**src/rtl/regfile_wb_arbiter.sv**
```systemverilog
// regfile_wb_arbiter: round-robin write-back arbiter with destination scoreboard
// Ports:
//   clk, rst_n                  clock, asynchronous active-low reset
//   req_valid/req_ready         per-requester write-back handshake (0 ALU, 1 LSU, 2 MDU)
//   req_rd/req_data             packed per-requester destination and data, requester i in slice i
//   rf_we/rf_rd_addr/rf_wd      registered register-file write port, one cycle after acceptance
//   iss_valid/iss_rd/iss_ready  issue-time destination reservation, blocked on WAW
//   rs1_addr/rs2_addr/stall     RAW hazard detection for the instruction in decode
//   rs1_byp/rs2_byp/byp_data    forwarding of the write in flight, only with WB_BYPASS_EN defined
module regfile_wb_arbiter #(
  parameter int XLEN = 32,
  parameter int NREQ = 3
) (
  input  logic                 clk,
  input  logic                 rst_n,
  input  logic [NREQ-1:0]      req_valid,
  output logic [NREQ-1:0]      req_ready,
  input  logic [5*NREQ-1:0]    req_rd,
  input  logic [XLEN*NREQ-1:0] req_data,
  output logic                 rf_we,
  output logic [4:0]           rf_rd_addr,
  output logic [XLEN-1:0]      rf_wd,
  input  logic                 iss_valid,
  input  logic [4:0]           iss_rd,
  output logic                 iss_ready,
  input  logic [4:0]           rs1_addr,
  input  logic [4:0]           rs2_addr,
  output logic                 stall
`ifdef WB_BYPASS_EN
  ,
  output logic                 rs1_byp,
  output logic                 rs2_byp,
  output logic [XLEN-1:0]      byp_data
`endif
);
  localparam int LGW = $clog2(NREQ);
  logic [31:0]     pending_q, pending_d;
  logic [LGW-1:0]  last_grant_q, last_grant_d, idx;
  logic            rf_we_q, rf_we_d;
  logic [4:0]      rf_rd_addr_q, rf_rd_addr_d, sel_rd;
  logic [XLEN-1:0] rf_wd_q, rf_wd_d, sel_data;
  logic [NREQ-1:0] gnt;
  logic            hs, haz1, haz2;
  // First valid requester at or after last_grant+1 wins; grants are suppressed during reset.
  always_comb begin
    gnt = '0;
    idx = '0;
    last_grant_d = last_grant_q;
    sel_rd = '0;
    sel_data = '0;
    for (int k = 0; k < NREQ; k++) begin
      idx = LGW'((int'(last_grant_q) + 1 + k) % NREQ);
      if (gnt == '0 && req_valid[idx] && rst_n) begin
        gnt[idx] = 1'b1;
        last_grant_d = idx;
        sel_rd = req_rd[5*idx +: 5];
        sel_data = req_data[XLEN*idx +: XLEN];
      end
    end
  end
  assign req_ready = gnt;
  assign hs = |gnt;
  assign iss_ready = rst_n && (iss_rd == 5'd0 || !pending_q[iss_rd]);
  // Set is applied after the clear so a same-edge issue keeps the register reserved.
  always_comb begin
    pending_d = pending_q;
    if (rf_we_q) pending_d[rf_rd_addr_q] = 1'b0;
    if (iss_valid && iss_ready && iss_rd != 5'd0) pending_d[iss_rd] = 1'b1;
    pending_d[0] = 1'b0;
    rf_we_d = hs && sel_rd != 5'd0;
    rf_rd_addr_d = hs ? sel_rd : rf_rd_addr_q;
    rf_wd_d = hs ? sel_data : rf_wd_q;
  end
  always_ff @(posedge clk or negedge rst_n) begin
    if (!rst_n) begin
      pending_q <= '0;
      last_grant_q <= LGW'(NREQ - 1);
      rf_we_q <= 1'b0;
      rf_rd_addr_q <= '0;
      rf_wd_q <= '0;
    end else begin
      pending_q <= pending_d;
      last_grant_q <= last_grant_d;
      rf_we_q <= rf_we_d;
      rf_rd_addr_q <= rf_rd_addr_d;
      rf_wd_q <= rf_wd_d;
    end
  end
  assign rf_we = rf_we_q;
  assign rf_rd_addr = rf_rd_addr_q;
  assign rf_wd = rf_wd_q;
  assign haz1 = rs1_addr != 5'd0 && pending_q[rs1_addr];
  assign haz2 = rs2_addr != 5'd0 && pending_q[rs2_addr];
`ifdef WB_BYPASS_EN
  // An operand being written this cycle is forwarded instead of stalling.
  assign rs1_byp = rf_we_q && rs1_addr == rf_rd_addr_q && rs1_addr != 5'd0;
  assign rs2_byp = rf_we_q && rs2_addr == rf_rd_addr_q && rs2_addr != 5'd0;
  assign byp_data = rf_wd_q;
  assign stall = (haz1 && !rs1_byp) || (haz2 && !rs2_byp);
`else
  assign stall = haz1 || haz2;
`endif
endmodule

```
**config.mk**
```make
export PLATFORM = sky130hd
export DESIGN_NAME = regfile_wb_arbiter
export DESIGN_NICKNAME = d
export VERILOG_FILES = /design/src/rtl/regfile_wb_arbiter.sv
export SDC_FILE = /design/constraint.sdc
export NUM_CORES = 1
export LEC_CHECK = 0
export CAP_MARGIN = 25
export CELL_PAD_IN_SITES_DETAIL_PLACEMENT = 0
export CELL_PAD_IN_SITES_GLOBAL_PLACEMENT = 2
export CORE_MARGIN = 2
export CORE_UTILIZATION = 33
export DETAILED_ROUTE_END_ITERATION = 10
export GPL_ROUTABILITY_DRIVEN = 0
export PLACE_DENSITY_LB_ADDON = 0.3
export SYNTH_ARGS = -nofsm -noshare
export SYNTH_HDL_FRONTEND = slang
export SYNTH_SLANG_ARGS = --single-unit
```
**constraint.sdc**
```tcl
create_clock -name clk -period 5.6 [get_ports clk]
set_input_delay 1.12 -clock clk [delete_from_list [all_inputs] [get_ports clk]]
set_output_delay 1.12 -clock clk [all_outputs]
set_load 0.02 [all_outputs]
```
==> Yosys cells after proc, flatten, opt, wreduce, memory -nomap -nowiden <==
Index checks and enable logic that the tools add are counted.
{ "word_totals": {"ff_bits": 71, "in_bits": 132, "wordCells": 101} }
{ "classes": {"addsub": 3, "multipliers": 3, "div": 3, "n_lt_le_gt_ge": 12, "shift": 6, "n_mux": 36, "bitwise": 5, "reduce_logical": 28} }
{ "ops": {"columns": ["op", "n"], "rows": [
  ["$shiftx 96x8->32", 3],
  ["$mux 32", 5],
  ["$mod 32x3->32 const B", 3],
  ["$shiftx 15x6->5", 3],
  ["$add 32x2->32 const B", 1],
  ["$and 32x32->32", 1],
  ["$not 32->32", 1],
  ["$or 32x32->32", 1],
  ["$lt 5x6->1 const B", 4],
  ["$reduce_bool 5->1", 4],
  ["$logic_and 1x1->1", 16],
  ["$bmux 1 s5", 3],
  ["$mul 3x2->5 const A", 3],
  ["$mux 5", 3],
  ["$mux 1", 11],
  ["$demux 1 s5", 2],
  ["$ge 5x1->1 const B", 2],
  ["$lt 2x3->1 const B", 3],
  ["$mux 3", 3],
  ["$bmux 1 s2", 3],
  ["$demux 1 s2", 3],
  ["$ge 2x1->1 const B", 3],
  ["$logic_not 3->1", 2],
  ["$mux 2", 3],
  ["other kinds (8)", 10]
]} }

==> Longest topological paths before layout <==
{ "logic_depth": {"ltp_word": 17, "ltp_mapped": 11} }

==> Worst setup path after synthesis <==
Ideal clock, no wire load.
{ "synth_path": {"path_kind": "input to output", "from": "input iss_rd[0]", "to": "output iss_ready", "arrival_ns": 3.096, "t_required_ns": 4.480, "slack_ns": 1.384, "path_stages": 8, "path_buffers": 2, "cell_sequence": "clkbuf_1 > clkbuf_1 > mux4_2 > nand2_1 > nor2_1 > a21oi_1 > nor2_1 > nor3_1"} }
{ "synth_between": {"elab_chain_len": 5, "word_cells_on_any_way": 6} }
{ "synth_lines": {"columns": ["item", "line_no", "text"], "rows": [
  ["from (decl)", "24", "input logic [4:0] iss_rd,"],
  ["$bmux 1 s5", "63", "assign iss_ready = rst_n && (iss_rd == 5'd0 || !pending_q[iss_rd]);"],
  ["$mux 1 (implied by the code)", "63", null],
  ["$logic_not 1->1", "63", null],
  ["$logic_or 1x1->1 *", "63", null],
  ["$logic_and 1x1->1 *", "63", null],
  ["to (decl)", "25", "output logic iss_ready,"]
]} }
Every way passes the cells marked *; elsewhere a longest branch is shown, timed or not. The select of a mux whose other input is x is not followed.

==> Worst setup path after layout <==
{ "layout_path": {"from": "input rs2_addr[0]", "to": "output stall"} }
{ "layout_between": {"elab_chain_len": 4, "word_cells_on_any_way": 5} }
{ "layout_lines": {"columns": ["item", "line_no", "text"], "rows": [
  ["from (decl)", "27", "input logic [4:0] rs2_addr,"],
  ["$bmux 1 s5", "93", "assign haz2 = rs2_addr != 5'd0 && pending_q[rs2_addr];"],
  ["$mux 1 (implied by the code)", "93", null],
  ["$logic_and 1x1->1 *", "93", null],
  ["$logic_or 1x1->1 *", "101", "assign stall = haz1 || haz2;"],
  ["to (decl)", "28", "output logic stall"]
]} }
Marks and branches as above.

==> reports/qor.yml <==
portBuffers: 174
dp_slack_ps: 709.6
ant_nets: 0
path_depth: 6
rows: 54
clock.fmax_ghz: 0.2060
finalHoldViolations: 0
postCtsSetupRepairBufs: 0
clock_latency_ps: 350
min_path_cells: 1
grt_max_degree: 76
routedWlPerCell_um: 21.22
vias: 7153
grt_first_pass_wirelength_um: 41490
boundaryPins: 175
core_area_mm2: 0.02182
peakVddDrop_v: 0.0003923
p_leak_uw: 0.003503
skew_ps: 14.51
final_util_pct: 44.01
critPathCaptureType: "output port"
syn-num-nets: 950
max_cap_violations: 0
postCtsResizedCells: 0
async_flop_share_pct: 100.0
fin_setup_tns_ps: 0
avgViaCountPerCell: 5.868
drt_wl_total_um: 25870
syn_to_final_growth_pct: 31.07
worstSetupPathType: "in2out"
cts.hold.buffers_added: 0
path_delay_family: "buffers and inverters"
path_max_fanout: 9
tritoncts: "yes"
nNetsFinal: 1070
hpwl_um: 17090
layout_setup_ws_ps: 745.3
grt_pass1_vias: 7276
hold_path.class: "reg2reg"
overflow: 0
critPathSlowestCell: "clkdlybuf4s50_1"
setup_viol: 0
yosysTopAreaCell: "dfrtp_1"
crit_chain: "clkdlybuf4s50_1 -> mux4_2 -> mux4_2 -> mux2i_1 -> nand2_1 -> clkdlybuf4s50_1"
max-slew-margin-rel_pct: 41.30
critPathMaxStageDelay_ps: 780
place_area_mm2: 0.009259
drv_slew: 0
status: "finished clean"
synth_edf_count: 0
p_per_area_mw_per_mm2: 586.1
avgSynthCellArea_um2: 9.003
cts_buffer_depth: 2
path_buf_inv: 2
cts.root.buffer_cell: "clkbuf_16"
synth_area_leaders: "dfrtp_1 24%, mux2i_1 16%, mux2_2 9.4%"
ys_warn_count: 0
synth_cells: 814
start_util_pct: 33.58
yosys.area.top_type_share_pct: 23.90
finalCritPeriodShare_pct: 86.69
cts_num_sinks: 71
ys_types: 50
yosysSeqAreaShare_pct: 24.26
worstPathRequired_ps: 4480
cts_buffers: 9
drive_above_1_share_pct: 16.42
synth_seq_cells: 71
drtIter0Drc: 508
design_area_mm2: 0.009605
p_total_uw: 5630
reg2reg_depth: 10
drt-pass1-iter-count: 5
synth_ff_type: "dfrtp_1"
die_w_um: 153.0
tightest_slew_ps: 880.5
syn_area_mm2: 0.007328
die_h_um: 153.0
dieArea_mm2: 0.02342
cts.clk_slew.worst_paths_ps: 60
startpoint_type: "input pin"
final_common_cell: "clkdlybuf4s50_1"
htreeDepth: 3
antenna_found_initial: 1
grt_usage_pct: 22.09
arrival_ps: 3730
drc: 0
min_period_ps: 4855
mostFrequentLayoutCells: "173 x clkdlybuf4s50_1, 114 x mux2i_1, 103 x o21ai_0, 70 x dfrtp_1"
rsz0062_at_grt: "no"
stage by stage:
step / hold WS (ps) / std cells
final: 512.3 / 1219
after global routing: 526.2 / 1219
after CTS: 515.9 / 1216
after detailed placement: 492.9 / 1201
after global placement: 489.5 / 1200
after floorplan: 498.2 / 814
final cells by class:
class,instances,area (µm²)
Antenna cell,1,2.502
Clock buffer,10,239.0
Inverter,6,22.52
Sequential cell,71,1778
Tap cell,280,350.3
Fill cell,2157,12220
Clock inverter,5,57.56
Timing Repair Buffer,189,1897
Multi-Input combinational cell,657,5259
routing by layer:
metal / up-vias / global-route usage (%) / part of all wire (%)
met2: 232 / 34.89 / 46
met3: 26 / 3.601 / 5.5
met4: 0 / 6.437 / 1.5
li1: 3359 / - / -
met1: 3536 / 31.15 / 47
met5: - / 0 / 0
synthesized netlist by cell type, drive strengths merged, types with 2 or more instances:
cell	instances
or3b	3
dfrtp	70
mux2i	114
o31ai	37
or3	2
nand3	12
o21ai	104
clkbuf	54
and3	2
a21oi	42
nor2b	7
buf	26
nor3	2
mux4	25
o2bb2ai	38
nand2	61
or4	3
mux2	80
nand2b	6
inv	6
a221o	2
nand3b	6
a31oi	2
ha	4
o32a	2
nor2	48
nand4	39
worst reg2reg max path, delay by kind of cell (launching register included):
| kind | cells | cell delay (ps) |
|---|---|---|
| AOI/OAI and AO/OA | 1 | 390 |
| adders and majority gates | 1 | 370 |
| buffers and inverters | 3 | 750 |
| DFF | 1 | 560 |
| muxes | 1 | 430 |
| and+or+nand+nor | 4 | 1240 |
flip-flops by register name, summed over array words and instances (netlist names):
register      flops
rf_we             1
rf_rd_addr        5
pending_q        31
rf_wd            32
last_grant_q      2
worst paths after layout:
check	startpoint	to	slack [ps]
min	rf_wd[10]	rf_wd[10]	510
min reg2reg	rf_wd[10]	rf_wd[10]	510
max	rs2_addr[0]	stall	750
max in group asynchronous	rst_n	pending_q[11]	3770
max reg2reg	last_grant_q[1]	rf_wd[24]	1760
min in group asynchronous	rst_n	rf_wd[19]	760
power by group:
part           switching [µW]  total [µW]  internal, µW
registers                 188         886           698
clock network             241         596           356
logic                    2270        4150          1870
total                    2700        5630          2930
cells by family after synthesis:
kind of cell / share of synthesized area [%]
compound gates: 20.49
mux: 36.52
flops: 24.26
buf+inv: 4.900
simple gates: 13.15
fa+ha+maj: 0.6830
Note: power is estimated with default switching activity, not from simulation.
